--- config.mk ---
export PLATFORM = sky130hd
export DESIGN_NAME = ask_frame_controller
export DESIGN_NICKNAME = d
export VERILOG_FILES = /design/src/rtl/ask_pkg.sv /design/src/rtl/bit_rate_divider.sv /design/src/rtl/ask_frame_controller.sv
export SDC_FILE = /design/constraint.sdc
export NUM_CORES = 1
export LEC_CHECK = 0
export BUFFER_PORTS_ARGS = -buffer_cell sky130_fd_sc_hd__buf_2
export CORE_ASPECT_RATIO = 0.9
export CORE_MARGIN = 2
export CORE_UTILIZATION = 65
export CTS_CLUSTER_DIAMETER = 80
export DETAILED_ROUTE_END_ITERATION = 6
export PLACE_DENSITY = 0.91
export REMOVE_ABC_BUFFERS = 1
export SLEW_MARGIN = 30
export SYNTH_ARGS = -nofsm -noshare
export SYNTH_HDL_FRONTEND = slang
export SYNTH_SLANG_ARGS = --single-unit
--- constraint.sdc ---
create_clock -name clk -period 5.54 [get_ports clk]
set_input_delay 0.554 -clock clk [delete_from_list [all_inputs] [get_ports clk]]
set_output_delay 0.554 -clock clk [all_outputs]
set_load 0.005 [all_outputs]
--- src/rtl/ask_pkg.sv ---
// rtl/ask_pkg.sv - shared ASK burst types, rate periods and default sync word
package ask_pkg;

    typedef enum logic [2:0] {
        S_IDLE,
        S_PREAMBLE,
        S_SYNC,
        S_PAYLOAD,
        S_GUARD
    } ask_state_t;

    localparam int          CNT_W             = 16;
    localparam logic [15:0] PERIOD_1K         = 16'd50000;
    localparam logic [15:0] PERIOD_10K        = 16'd5000;
    localparam logic [15:0] PERIOD_100K       = 16'd500;
    localparam logic [15:0] DEFAULT_SYNC_WORD = 16'h2DD4;

    function automatic logic [CNT_W-1:0] rate_period(input logic [1:0] sel);
        case (sel)
            2'b01:   return PERIOD_10K;
            2'b10:   return PERIOD_100K;
            default: return PERIOD_1K;
        endcase
    endfunction

endpackage

--- src/rtl/bit_rate_divider.sv ---
// rtl/bit_rate_divider.sv - latched-period cycle counter with end-of-bit strobe
module bit_rate_divider
    import ask_pkg::*;
(
    input  logic       clk,
    input  logic       reset,
    input  logic       load,
    input  logic [1:0] rate_sel,
    input  logic       clear,
    input  logic       enable,
    output logic       strobe
);

    logic [CNT_W-1:0] period;
    logic [CNT_W-1:0] count;

    always_ff @(posedge clk or posedge reset) begin
        if (reset) begin
            period <= PERIOD_1K;
            count  <= '0;
        end else begin
            if (load) begin
                period <= rate_period(rate_sel);
            end
            // Held at zero while disabled so the first bit starts from a clean count
            if (clear || !enable || strobe) begin
                count <= '0;
            end else begin
                count <= count + 16'd1;
            end
        end
    end

    assign strobe = enable && (count == period - 16'd1);

endmodule

--- src/rtl/ask_frame_controller.sv ---
// rtl/ask_frame_controller.sv - preamble/sync/PRBS payload/guard burst sequencer for the ASK modulator
module ask_frame_controller
    import ask_pkg::*;
#(
    parameter int          PREAMBLE_BITS = 16,
    parameter logic [15:0] SYNC_WORD     = DEFAULT_SYNC_WORD,
    parameter int          SYNC_BITS     = 16,
    parameter int          GUARD_BITS    = 8,
    parameter int          LEN_W         = 12
) (
    input  logic             clk,
    input  logic             reset,
    input  logic [1:0]       bit_rate_sel,
    input  logic             start,
    input  logic [LEN_W-1:0] payload_len,
    input  logic             abort,
    input  logic             prbs_bit,
    output logic             prbs_adv,
    output logic             tx_bit,
    output logic             tx_en,
    output logic             bit_strobe,
    output logic             busy,
    output logic             done
);

    localparam int SEG_A   = (PREAMBLE_BITS > SYNC_BITS) ? PREAMBLE_BITS : SYNC_BITS;
    localparam int SEG_MAX = (SEG_A > GUARD_BITS) ? SEG_A : GUARD_BITS;
    localparam int SEG_W   = $clog2(SEG_MAX + 1);
    localparam int BIT_W   = (LEN_W > SEG_W) ? LEN_W : SEG_W;

    localparam logic [BIT_W-1:0] PRE_LAST   = BIT_W'(PREAMBLE_BITS - 1);
    localparam logic [BIT_W-1:0] SYNC_LAST  = BIT_W'(SYNC_BITS - 1);
    localparam logic [BIT_W-1:0] GUARD_LAST = BIT_W'(GUARD_BITS - 1);
    // Sync bits left-justified so the next bit to send is always bit 15
    localparam logic [15:0]      SYNC_ALIGNED = SYNC_WORD << (16 - SYNC_BITS);

    ask_state_t       state, state_d;
    logic [BIT_W-1:0] bit_cnt, bit_cnt_d;
    logic [LEN_W-1:0] len_q, len_d;
    logic [15:0]      sync_sr, sync_sr_d;
    logic             tx_bit_d, tx_en_d, done_d;
    logic             strobe, div_load, div_clear;
    logic [BIT_W-1:0] pay_last;

    assign pay_last = BIT_W'(len_q) - BIT_W'(1);

    bit_rate_divider u_divider (
        .clk      (clk),
        .reset    (reset),
        .load     (div_load),
        .rate_sel (bit_rate_sel),
        .clear    (div_clear),
        .enable   (busy),
        .strobe   (strobe)
    );

    always_ff @(posedge clk or posedge reset) begin
        if (reset) begin
            state   <= S_IDLE;
            bit_cnt <= '0;
            len_q   <= '0;
            sync_sr <= '0;
            tx_bit  <= 1'b0;
            tx_en   <= 1'b0;
            done    <= 1'b0;
        end else begin
            state   <= state_d;
            bit_cnt <= bit_cnt_d;
            len_q   <= len_d;
            sync_sr <= sync_sr_d;
            tx_bit  <= tx_bit_d;
            tx_en   <= tx_en_d;
            done    <= done_d;
        end
    end

    always_comb begin
        state_d   = state;
        bit_cnt_d = bit_cnt;
        len_d     = len_q;
        sync_sr_d = sync_sr;
        tx_bit_d  = tx_bit;
        tx_en_d   = tx_en;
        done_d    = 1'b0;
        prbs_adv  = 1'b0;
        div_load  = 1'b0;
        div_clear = 1'b0;

        case (state)
            S_IDLE: begin
                if (start && !abort) begin
                    state_d   = S_PREAMBLE;
                    bit_cnt_d = '0;
                    len_d     = payload_len;
                    tx_bit_d  = 1'b1;
                    tx_en_d   = 1'b1;
                    div_load  = 1'b1;
                    div_clear = 1'b1;
                end
            end
            S_PREAMBLE: begin
                if (strobe) begin
                    if (bit_cnt == PRE_LAST) begin
                        state_d   = S_SYNC;
                        bit_cnt_d = '0;
                        tx_bit_d  = SYNC_ALIGNED[15];
                        sync_sr_d = SYNC_ALIGNED << 1;
                    end else begin
                        bit_cnt_d = bit_cnt + 1'b1;
                        tx_bit_d  = ~tx_bit;
                    end
                end
            end
            S_SYNC: begin
                if (strobe) begin
                    if (bit_cnt == SYNC_LAST) begin
                        bit_cnt_d = '0;
                        if (len_q != '0) begin
                            state_d  = S_PAYLOAD;
                            tx_bit_d = prbs_bit;
                            prbs_adv = 1'b1;
                        end else begin
                            state_d  = S_GUARD;
                            tx_bit_d = 1'b0;
                            tx_en_d  = 1'b0;
                        end
                    end else begin
                        bit_cnt_d = bit_cnt + 1'b1;
                        tx_bit_d  = sync_sr[15];
                        sync_sr_d = sync_sr << 1;
                    end
                end
            end
            S_PAYLOAD: begin
                if (strobe) begin
                    if (bit_cnt == pay_last) begin
                        state_d   = S_GUARD;
                        bit_cnt_d = '0;
                        tx_bit_d  = 1'b0;
                        tx_en_d   = 1'b0;
                    end else begin
                        bit_cnt_d = bit_cnt + 1'b1;
                        tx_bit_d  = prbs_bit;
                        prbs_adv  = 1'b1;
                    end
                end
            end
            S_GUARD: begin
                if (strobe) begin
                    if (bit_cnt == GUARD_LAST) begin
                        state_d   = S_IDLE;
                        bit_cnt_d = '0;
                        done_d    = 1'b1;
                    end else begin
                        bit_cnt_d = bit_cnt + 1'b1;
                    end
                end
            end
            default: begin
                state_d   = S_IDLE;
                bit_cnt_d = '0;
                tx_bit_d  = 1'b0;
                tx_en_d   = 1'b0;
            end
        endcase

        // Abort overrides any bit load in the same cycle, including the PRBS pull
        if (abort && (state == S_PREAMBLE || state == S_SYNC || state == S_PAYLOAD)) begin
            state_d   = S_GUARD;
            bit_cnt_d = '0;
            tx_bit_d  = 1'b0;
            tx_en_d   = 1'b0;
            prbs_adv  = 1'b0;
            div_clear = 1'b1;
        end
    end

    assign busy       = (state != S_IDLE);
    assign bit_strobe = strobe;

endmodule
---- Word-level counts from Yosys, hierarchy flattened ----
Index checks and enable logic that the tools add are counted.
word-level totals
  logic and storage cells ................. 120
  input bits .............................. 19
  bits in registers ....................... 78
operators by class
  reduce and logical (&&, ||, !) cells .... 21
  mux-type cells .......................... 58
  bitwise operators ....................... 1
  $add $sub $neg .......................... 4
  eq/ne operators ......................... 27
operators by type and width
  kind                                                    count
  2-to-1 mux 12 bit                                       8
  2-to-1 mux 16 bit                                       5
  one-hot mux 16 bit (2 select lines)                     2
  one-hot mux 12 bit (4 select lines)                     1
  2-to-1 mux 3 bit                                        11
  2-to-1 mux 1 bit                                        27
  adder 16 x 1 -> 16 bit (second input constant)          1
  equality test 16 bit                                    1
  subtractor 16 x 1 -> 16 bit (second input constant)     1
  inequality test 3 x 2 -> 1 bit (second input constant)  5
  one-hot mux 3 bit (5 select lines)                      1
  adder 12 x 1 -> 12 bit (second input constant)          1
  equality test 12 bit                                    1
  equality test 12 x 3 -> 1 bit (second input constant)   1
  equality test 12 x 4 -> 1 bit (second input constant)   1
  inequality test 3 x 1 -> 1 bit (second input constant)  4
  nonzero test 12 bit                                     1
  subtractor 12 x 1 -> 12 bit (second input constant)     1
  AND reduction 5 bit                                     2
  AND reduction 9 bit                                     1
  AND reduction 7 bit                                     1
  equality test 3 x 2 -> 1 bit (second input constant)    2
  inequality test 2 x 1 -> 1 bit (second input constant)  3
  inequality test 2 bit (second input constant)           3
  18 further kinds                                        26

---- Logic depth before layout (Yosys ltp) ----
Gate-level depths: netlist (run 1).
  word-level depth ........................ 8
  gate-level depth with buffers ........... 11
  depth with buffers taken out ............ 9

---- By module ----
A second synthesis (run 1) with hierarchy kept.
unflattened totals
  cell total of the unflattened synthesis .. 455
  area, all modules ....................... 4,027.6 um^2
by module, submodules not included
  module                seq. area each (um^2)  cells an instance  area each (um^2)  times used
  ask_frame_controller  1,076.0                324                2,757.6           1
  bit_rate_divider      554.3                  131                1,270.0           1

---- Least setup slack after synthesis (run 1) ----
Ideal clock, no wire load.
  kind .................................... reg2out
  from .................................... register len_q[0]
  to ...................................... output port prbs_adv
  slack ................................... 2.674 ns
  cell stages (with the launch flop) ...... 11
  arrival time ............................ 2.312 ns
  buffers on the path ..................... 1
  data required time ...................... 4.986 ns
  cells stage by stage .................... dfrtp_1 > inv_1 > ha_1 > clkbuf_1 > or4b_1 > or4_1 > o2111ai_2 > nor2_1 > a21oi_1 > a21oi_1 > nor4_1
between the ends
  word-level cells in the longest chain between the ends .. 6
  elaborated cells on any way between the ends .. 10
ends and longest elaborated chain
  item                                                                       RTL line                                                  RTL
  start: declaration                                                         ask_frame_controller.sv:39                                logic [LEN_W-1:0] len_q, len_d;
  start signal: assignment                                                   ask_frame_controller.sv:69                                len_q <= len_d;
  subtractor 12 x 1 -> 12 bit / nonzero test 12 bit (equally long branches)  ask_frame_controller.sv:45, ask_frame_controller.sv:118
  equality test 12 bit / 2-to-1 mux 1 bit (equally long branches)            ask_frame_controller.sv:136, ask_frame_controller.sv:118
  2-to-1 mux 1 bit (on tied branches)                                        ask_frame_controller.sv:136, ask_frame_controller.sv:116
  2-to-1 mux 1 bit (on tied branches)                                        ask_frame_controller.sv:135, ask_frame_controller.sv:115
  one-hot mux 1 bit (2 select lines) (*)                                     ask_frame_controller.sv:89                                case (state)
  2-to-1 mux 1 bit (*)                                                       ask_frame_controller.sv:168                               if (abort && (state == S_PREAMBLE || state == S_SYNC || state == S_PAYLOAD)) begin
  end: declaration                                                           ask_frame_controller.sv:18                                output logic prbs_adv,
Every way passes the cells marked *; elsewhere a longest branch is shown, timed or not.

---- Worst setup path after layout (run 1) ----
Ends and elaborated chain as after synthesis.

==> results of run 1 <==
[flip-flops by register name, indices dropped and copies added, names as in the netlist]
register          flops
state                 3
sync_sr              13
u_divider.period      6
u_divider.count      16
done                  1
bit_cnt              12
tx_en                 1
len_q                12
tx_bit                1
[power by group]
part | total, mW | switching (mW) | internal [mW]
clock | 0.380 | 0.175 | 0.205
sequential | 0.738 | 0.158 | 0.580
combinational | 0.719 | 0.421 | 0.299
[final timing paths]
path	endpoint	slack, ns
worst max-delay path	prbs_adv	1.89
worst min-delay path	u_divider.count[7]	0.44
worst max register to register	state[2]	2.35
worst min register to register	u_divider.count[0]	0.49
max in group asynchronous	bit_cnt[7]	4.58
min in group clk	len_q[6]	0.44
[cells by family after synthesis]
group                      share of synthesized area (%)
DFF                                                 41.7
xor gates and xnor gates                            8.06
and+or+nand+nor                                     22.9
AOI/OAI and AO/OA                                   14.8
muxes                                               5.44
adders and majority gates                           2.88
buffers and inverters                               4.19
[stage by stage]
stage,instances,total power [mW],instance area [um^2],setup WS [ns]
after floorplan,399,1.25,3830,2.75
after global placement,495,1.41,4050,2.44
after detailed placement,495,1.44,4060,2.41
after CTS,510,1.83,4240,1.98
after global routing,510,1.97,4240,1.68
final,510,1.84,4240,1.89
[synthesized netlist by cell type (4+ instances only)]
master / n / area, um^2
clkbuf_1: 16 / 60.1
nand3_1: 19 / 95.1
o21ai_0: 14 / 70.1
xnor2_1: 15 / 131
dfrtp_1: 62 / 1550
nor2b_1: 4 / 25.0
and3_1: 12 / 75.1
a21oi_1: 14 / 70.1
nand2_1: 35 / 131
o2111ai_1: 6 / 52.6
xor2_1: 21 / 184
or3_1: 7 / 43.8
mux2_2: 16 / 180
nor2_1: 50 / 188
o211ai_1: 13 / 97.6
inv_1: 21 / 78.8
ha_1: 9 / 113
nor4_1: 5 / 31.3
nor3_1: 11 / 55.1
[final cells by class]
class	count	area (um^2)
fill	391	1520
timing repair buffer	26	135
sequential	65	1630
clock inverter	3	42.5
multi-input combinational	313	2130
tap	70	87.6
clock buffer	12	135
inverter	21	78.8
[critical path: stages, from the launching register on]
cell and delay (ns):
dfrtp_1 0.42, inv_1 0.09, ha_1 0.31, nor2b_1 0.19, a32o_1 0.22, a2111oi_0 0.45
nor4b_2 0.52, a21oi_1 0.19, a21oi_1 0.15, nor4_1 0.07, buf_2 0.14
[metal layers]
| metal | part of all wire, % | routed length, um | vias to the layer above |
|---|---|---|---|
| li1 | - | - | 1525 |
| met1 | 45 | 3740 | 1502 |
| met2 | 46 | 3860 | 114 |
| met3 | 6.8 | 568 | 15 |
| met4 | 1.5 | 128 | 0 |
| met5 | 0 | 0 | - |
==> flow_summary.yaml, run 1 <==
status:
  status: "complete, but fails checks"
  violations: "design-rule violations"
critical_path:
  end_kind: "primary output"
  crit_start: "len_q[0]"
  startpoint_type: "register"
  crit_fanout: 8
  cp.arrival_ns: 3.09
  path_class: "register to primary output"
  r2r-start: "len_q[0]"
  reg2reg_depth: 9
  required_ns: 4.99
sta:
  fin_tns_setup_ns: 0
  rsz0062_at_grt: "no"
  worst_pin_slew_ns: 0.817
  setup_violations: 0
  fmax_mhz: 274
  min_period_ns: 3.65
  slew_headroom_pct: 45.4
  hold_violations: 0
  drv_slew: 0
  holdWs_ns: 0.442
  finalCritPeriodShare_pct: 65.8
  skew_ns: 0.00883
floorplanning:
  core_um2: 5760
  die_w_um: 85.8
  io_pins: 25
  dieArea_um2: 6660
  chipHeight_um: 77.6
  initial_core_util_pct: 67.9
  rows: 26
global_route:
  grt_overflow: 0
  met1_usage_pct: 38.0
  gr-max-usage-layer: "met2"
  antenna_found_initial: 0
  grt_use_total_pct: 27.6
  use_met2_pct: 41.6
  grt_max_degree: 66
  use_met3_pct: 7.98
  grt_first_pass_wirelength_mm: 14.5
  grt_pass1_vias: 3079
layout:
  area_delta_synth_final_pct: 8.31
  mostFrequentLayoutCell: "dfrtp_1"
  final_util_pct: 73.6
  layout_common_cells: "dfrtp_1, nor2_1, nand2_1, buf_2, xor2_1"
  final_net_count: 464
  antennaDiodeCount: 0
  layout-drive-gt1-share_pct: 18.2
clocking:
  clk_pin_slew_ns: 0.07
  root_buffer: "clkbuf_8"
  htreeDepth: 3
  clk_latency_ns: 0.34
  numCtsBuffers: 9
  post-cts-setup-buffers: 0
  cts_hold_buf: 0
  cts_buffer_depth: 2
  cts_resized: 0
  cts_tree: "done"
  cts.sinks: 65
route:
  drtPass1Iterations: 7
  wl_per_cell_um: 16.3
  wl_mm: 8.30
  ant_nets: 0
  drc_errors: 2
  vias_per_cell: 6.19
  drt-initial-drc-count: 396
  vias: 3156
synthesis:
  seq_area_frac_synth_pct: 41.7
  avgSynthCellArea_um2: 9.34
  synth_cell_types: 66
  synth.ff_latch_count: 65
  synth_ff_type: "dfrtp_1"
  netlist_instances: 419
  synth-edff-count: 0
  yosys_warnings: 0
  async_flop_share_pct: 100
  syn_area_um2: 3910
pwr:
  p_leak_nw: 1.84
  power-per-cell-area_nw_per_um2: 434
  ir_drop_uv: 322
placed_design:
  portBuffers: 24
  place_congestion: 0.935
  dp_hpwl_mm: 5.73
flow_run:
  drv_cap: 0
min_path:
  hold_path.class: "input pin to asynchronous set/reset pin"
Power figures use the tool's default switching activity.
==> run 2: changes to the inputs <==
--- a/config.mk
+++ b/config.mk
@@ -8,10 +8,10 @@
 export BUFFER_PORTS_ARGS = -buffer_cell sky130_fd_sc_hd__buf_2
 export CORE_ASPECT_RATIO = 0.9
 export CORE_MARGIN = 2
-export CORE_UTILIZATION = 65
+export CORE_UTILIZATION = 61
 export CTS_CLUSTER_DIAMETER = 80
 export DETAILED_ROUTE_END_ITERATION = 6
-export PLACE_DENSITY = 0.91
+export PLACE_DENSITY = 0.86
 export REMOVE_ABC_BUFFERS = 1
 export SLEW_MARGIN = 30
 export SYNTH_ARGS = -nofsm -noshare
==> constraint.sdc (replaced) <==
create_clock -name clk -period 3.4 [get_ports clk]
set_input_delay 0.34 -clock clk [delete_from_list [all_inputs] [get_ports clk]]
set_output_delay 0.34 -clock clk [all_outputs]
set_load 0.005 [all_outputs]
==> run 2 against run 1 <==
The flow now finishes without violations. Via count up 1.0%. Die area up 6.2%. Cell area increased by 2.7%. Worst hold slack got worse by 0.38 ns. Utilization decreased by 2.8 points. Total power up 73%. Sequential cell count unchanged. Wire length up 5.4%. Cell count rose by 4.3%. Clock power grew 99%. Sequential power increased by 63%.
==> flow_summary.yaml, run 2 (same netlist as run 1, synthesis figures left out) <==
status:
  status: "complete, no violations"
layout:
  area_delta_synth_final_pct: 11.3
  mostFrequentLayoutCell: "dfrtp_1"
  largestRegisters: "u_divider.count: 16 flops, sync_sr: 13 flops"
  layout_common_cells: "dfrtp_1, nor2_1, nand2_1, buf_2, xor2_1"
  layout-drive-gt1-share_pct: 20.2
  antennaDiodeCount: 0
  final_net_count: 468
  regMostFlops: "u_divider.count"
  final_util_pct: 70.8
  largest_reg_flops: 16
sta:
  min_period_ns: 3.19
  fmax_mhz: 314
  setup_violations: 0
  rsz0062_at_grt: "no"
  skew_ns: 0.00792
  hold_violations: 0
  finalCritPeriodShare_pct: 93.7
  fin_tns_setup_ns: 0
  slew_headroom_pct: 44.4
  holdWs_ns: 0.0612
  drv_slew: 0
  worst_pin_slew_ns: 0.832
clocking:
  htreeDepth: 3
  numCtsBuffers: 9
  clk_latency_ns: 0.36
  cts_tree: "done"
  clk_pin_slew_ns: 0.07
  cts_hold_buf: 0
  root_buffer: "clkbuf_8"
  cts.sinks: 65
  cts_buffer_depth: 2
global_route:
  use_met2_pct: 41.9
  grt_use_total_pct: 27.2
  grt_overflow: 0
  gr-max-usage-layer: "met2"
  grt_max_degree: 53
  met1_usage_pct: 38.4
  antenna_found_initial: 0
  grt_first_pass_wirelength_mm: 14.8
  grt_pass1_vias: 3079
  use_met3_pct: 5.58
pwr:
  p_leak_nw: 1.88
  p_int_mw: 1.89
  ir_drop_uv: 558
  swShare_pct: 40.6
  power-per-cell-area_nw_per_um2: 731
  power_frac_comb_pct: 38.4
  p_clk_share_pct: 23.8
  p_seq_share_pct: 37.7
  p_switching_mw: 1.29
critical_path:
  end_kind: "primary output"
  path_buf_inv: 2
  startpoint_type: "register"
  cp.arrival_ns: 2.85
  r2r_end: "state[0]"
  reg2reg_depth: 10
  required_ns: 3.06
  path_class: "register to primary output"
  slowest_delay_ns: 0.46
  crit_fanout: 8
  r2r-start: "len_q[0]"
  crit_chain: "inv_1, ha_2, or4b_1, or4_1, o2111ai_2, nor2_1, a21oi_2, a21oi_1, nor4_2, buf_2"
  crit_start: "len_q[0]"
  reg2reg_slack_ns: 0.40
  cp_top_family: "simple AND/OR/NAND/NOR gates"
  slowest_stage: "or4b_1"
route:
  drtPass1Iterations: 5
  drt-initial-drc-count: 411
  wl_mm: 8.75
  drc_errors: 0
  vias_per_cell: 5.99
  ant_nets: 0
  wl_per_cell_um: 16.4
  vias: 3188
floorplanning:
  rows: 27
  core_um2: 6150
  io_pins: 25
  dieArea_um2: 7070
  chipHeight_um: 80.0
  die_w_um: 88.4
  initial_core_util_pct: 63.6
placed_design:
  portBuffers: 24
  place_congestion: 0.987
  dp_hpwl_mm: 6.13
flow_run:
  drv_cap: 0
min_path:
  hold_path.class: "input pin to asynchronous set/reset pin"
[run 2: layout make-up]
class | count | area [um^2]
Fill cell | 445 | 1790
Timing Repair Buffer | 30 | 165
Clock inverter | 6 | 91.3
Inverter | 21 | 81.3
Tap cell | 87 | 109
Clock buffer | 10 | 138
Sequential cell | 65 | 1630
Multi-Input combinational cell | 313 | 2140
[run 2: repair_timing]
action,in CTS,in global routing
setup endpoints to repair,0,1
resized for setup,0,4
setup buffers,0,1
[run 2: layer usage]
layer	vias to the layer above	share of wire [%]
met5	-	0
met4	0	1.9
met3	17	5.9
met2	118	47
met1	1523	45
li1	1530	-
[run 2: worst max path at each step]
| stage | end | slack, ns | depth (start not counted) |
|---|---|---|---|
| 2_1_floorplan | sync_sr[3] | 0.61 | 7 |
| 3_3_place_gp | state[2] | 0.47 | 9 |
| 3_5_place_dp | state[0] | 0.36 | 9 |
| 4_1_cts | prbs_adv | 0.06 | 10 |
| 5_1_grt | prbs_adv | 0.07 | 10 |
| 6_report | prbs_adv | 0.21 | 10 |
[run 2: power groups by stage]
| stage | combinational [mW] | sequential (mW) | clock (mW) |
|---|---|---|---|
| 2_1_floorplan | 0.912 | 1.13 | 0 |
| 3_3_place_gp | 1.12 | 1.19 | 0 |
| 3_5_place_dp | 1.17 | 1.21 | 0 |
| 4_1_cts | 1.19 | 1.19 | 0.762 |
| 5_1_grt | 1.34 | 1.23 | 0.801 |
| 6_report | 1.22 | 1.20 | 0.758 |
[run 2: through the flow]
stage	setup slack [ns]	instance area (um^2)	power, mW	std cells
floorplan	0.607	3830	2.04	399
global placement	0.468	4090	2.31	515
detailed placement	0.363	4100	2.38	515
CTS	0.0613	4330	3.14	531
global route	0.0743	4350	3.37	532
finish	0.214	4350	3.18	532
==> run 3: changes to the inputs <==
--- a/config.mk
+++ b/config.mk
@@ -11,7 +11,8 @@
 export CORE_UTILIZATION = 61
 export CTS_CLUSTER_DIAMETER = 80
 export DETAILED_ROUTE_END_ITERATION = 6
-export PLACE_DENSITY = 0.86
+export GPL_ROUTABILITY_DRIVEN = 0
+export PLACE_DENSITY = 0.8
 export REMOVE_ABC_BUFFERS = 1
 export SLEW_MARGIN = 30
 export SYNTH_ARGS = -nofsm -noshare
==> run 3 against run 2 <==
Global-route usage fell by 0.96 points. Combinational power barely moved. Worst setup slack got worse by 0.0098 ns. Maximum frequency fell by 0.31%. Utilization fell by 0.51 points. Critical path type unchanged.
==> flow_summary.yaml, run 3 (same netlist as run 1, synthesis figures left out) <==
pwr:
  swShare_pct: 41.1
  power-per-cell-area_nw_per_um2: 716
  power_frac_comb_pct: 39.6
  p_clk_share_pct: 21.2
  ir_drop_uv: 520
  p_leak_nw: 1.87
  p_switching_mw: 1.27
  p_int_mw: 1.82
  p_seq_share_pct: 39.2
layout:
  layout_common_cells: "dfrtp_1, nor2_1, nand2_1, buf_2, xor2_1"
  final_net_count: 467
  area_delta_synth_final_pct: 10.5
  antennaDiodeCount: 0
  largest_reg_flops: 16
  layout-drive-gt1-share_pct: 19.8
  fillerInstances: 478
  largestRegisters: "u_divider.count: 16 flops, sync_sr: 13 flops"
  mostFrequentLayoutCell: "dfrtp_1"
  regMostFlops: "u_divider.count"
floorplanning:
  core_um2: 6150
  rows: 27
  dieArea_um2: 7070
  io_pins: 25
  die_w_um: 88.4
  initial_core_util_pct: 63.6
  chipHeight_um: 80.0
placed_design:
  dp_hpwl_mm: 5.94
  portBuffers: 24
  pre_cts_slack_ns: 0.367
sta:
  min_period_ns: 3.20
  finalCritPeriodShare_pct: 94.0
  hold_violations: 0
  drv_slew: 0
  worst_slack_ns: 0.204
  skew_ns: 0.00841
  rsz0062_at_grt: "no"
  slew_headroom_pct: 48.2
  setup_violations: 0
  fmax_mhz: 313
  fin_tns_setup_ns: 0
  worst_pin_slew_ns: 0.776
critical_path:
  slowest_stage: "or4b_1"
  crit_path_frequent_cell: "a21oi_1"
  crit_fanout: 8
  required_ns: 3.06
  path_class: "register to primary output"
  crit_chain: "inv_1, ha_2, or4b_1, or4_1, o2111ai_2, nor2_1, a21oi_1, a21oi_1, nor4_2, buf_2"
  cp.arrival_ns: 2.86
  cp_top_family: "simple AND/OR/NAND/NOR gates"
  end_kind: "primary output"
  startpoint_type: "register"
  path_buf_inv: 2
  slowest_delay_ns: 0.48
global_route:
  grt_use_total_pct: 26.2
  antenna_found_initial: 0
  grt_overflow: 0
  grt_pass1_vias: 3067
  grt_max_degree: 37
  grt_first_pass_wirelength_mm: 14.3
route:
  drtPass1Iterations: 5
  drc_errors: 0
  wl_per_cell_um: 15.8
  vias_per_cell: 6.03
  ant_nets: 0
  vias: 3200
  wl_mm: 8.37
  drt-initial-drc-count: 322
clocking:
  cts_tree: "done"
  root_buffer: "clkbuf_8"
  post-cts-setup-buffers: 0
  cts_buffer_depth: 2
  clk_latency_ns: 0.35
  numCtsBuffers: 9
  clk_pin_slew_ns: 0.07
  cts.sinks: 65
  htreeDepth: 3
flow_run:
  drv_cap: 0
status:
  status: "complete, no violations"
min_path:
  hold_path.class: "input pin to asynchronous set/reset pin"
-- run 3: cell count changes in the layout (fill, tap and decap cells not counted), sizes merged --
cell,delta
buf,-1
clkinv,+1
clkbuf,+1
bufinv,-1
clkinvlp,-1
-- run 3: layer usage --
| layer | wire length (um) | share of wire [%] | vias to the layer above | global-route usage [%] |
|---|---|---|---|---|
| met5 | 0 | 0 | - | 0 |
| met3 | 589 | 7.0 | 25 | 6.51 |
| met4 | 230 | 2.7 | 0 | 10.6 |
| met1 | 3730 | 45 | 1500 | 36.6 |
| met2 | 3820 | 46 | 145 | 39.2 |
| li1 | - | - | 1530 | - |
-- run 3: path summary, 6_finish.rpt --
check	slack, ns	cells after the start	start	to
worst max-delay path	0.20	10	len_q[0]	prbs_adv
worst min-delay path	0.13	2	reset	sync_sr[8]
worst max register to register	0.47	9	u_divider.period[5]	state[0]
worst min register to register	0.48	1	u_divider.count[0]	u_divider.count[0]
max in group asynchronous	2.36	3	reset	u_divider.period[9]
min in group clk	0.22	2	payload_len[10]	len_q[10]
-- run 3: repair_timing --
action / in CTS / in global routing
endpoints found under the setup margin: 0 / 1
resized for setup: 0 / 6
hold buffers: 0 / 0
-- run 3: power groups by stage --
| stage | Combinational (mW) | Clock (mW) | Sequential, mW |
|---|---|---|---|
| final | 1.22 | 0.657 | 1.21 |
| after CTS | 1.18 | 0.673 | 1.20 |
| after global routing | 1.36 | 0.703 | 1.24 |
| after floorplan | 0.912 | 0 | 1.13 |
| after global placement | 1.12 | 0 | 1.19 |
| after detailed placement | 1.17 | 0 | 1.21 |
-- run 3: worst register-to-register path, cell delays in order (launching register included) --
cell,delay (ns)
dfrtp_1,0.44
inv_1,0.07
ha_1,0.31
xnor2_1,0.14
or4_4,0.43
nor3_4,0.20
o2111ai_4,0.21
a21o_4,0.35
nor3_2,0.31
mux2_1,0.36
-- run 3: layout make-up --
| cell class | instances | area [um^2] | area share [%] |
|---|---|---|---|
| clock buffers | 11 | 141 | 3.27 |
| clock inverters | 5 | 55.1 | 1.27 |
| inverters | 21 | 78.8 | 1.82 |
| multi-input cells | 313 | 2150 | 49.8 |
| flip-flops and latches | 65 | 1630 | 37.7 |
| well taps | 87 | 109 | 2.52 |
| repair buffers | 29 | 158 | 3.65 |
-- run 3: through the flow --
step           power [mW]  std cells  util, %  hold WS (ns)  instance area [um^2]
4_1_cts              3.04        531     69.8         0.144                  4290
2_1_floorplan        2.04        399        -         0.448                  3830
3_3_place_gp         2.32        515     66.6         0.468                  4090
5_1_grt              3.30        531     70.3         0.183                  4320
3_5_place_dp         2.38        515     66.6         0.475                  4090
6_report             3.09        531     70.3         0.126                  4320
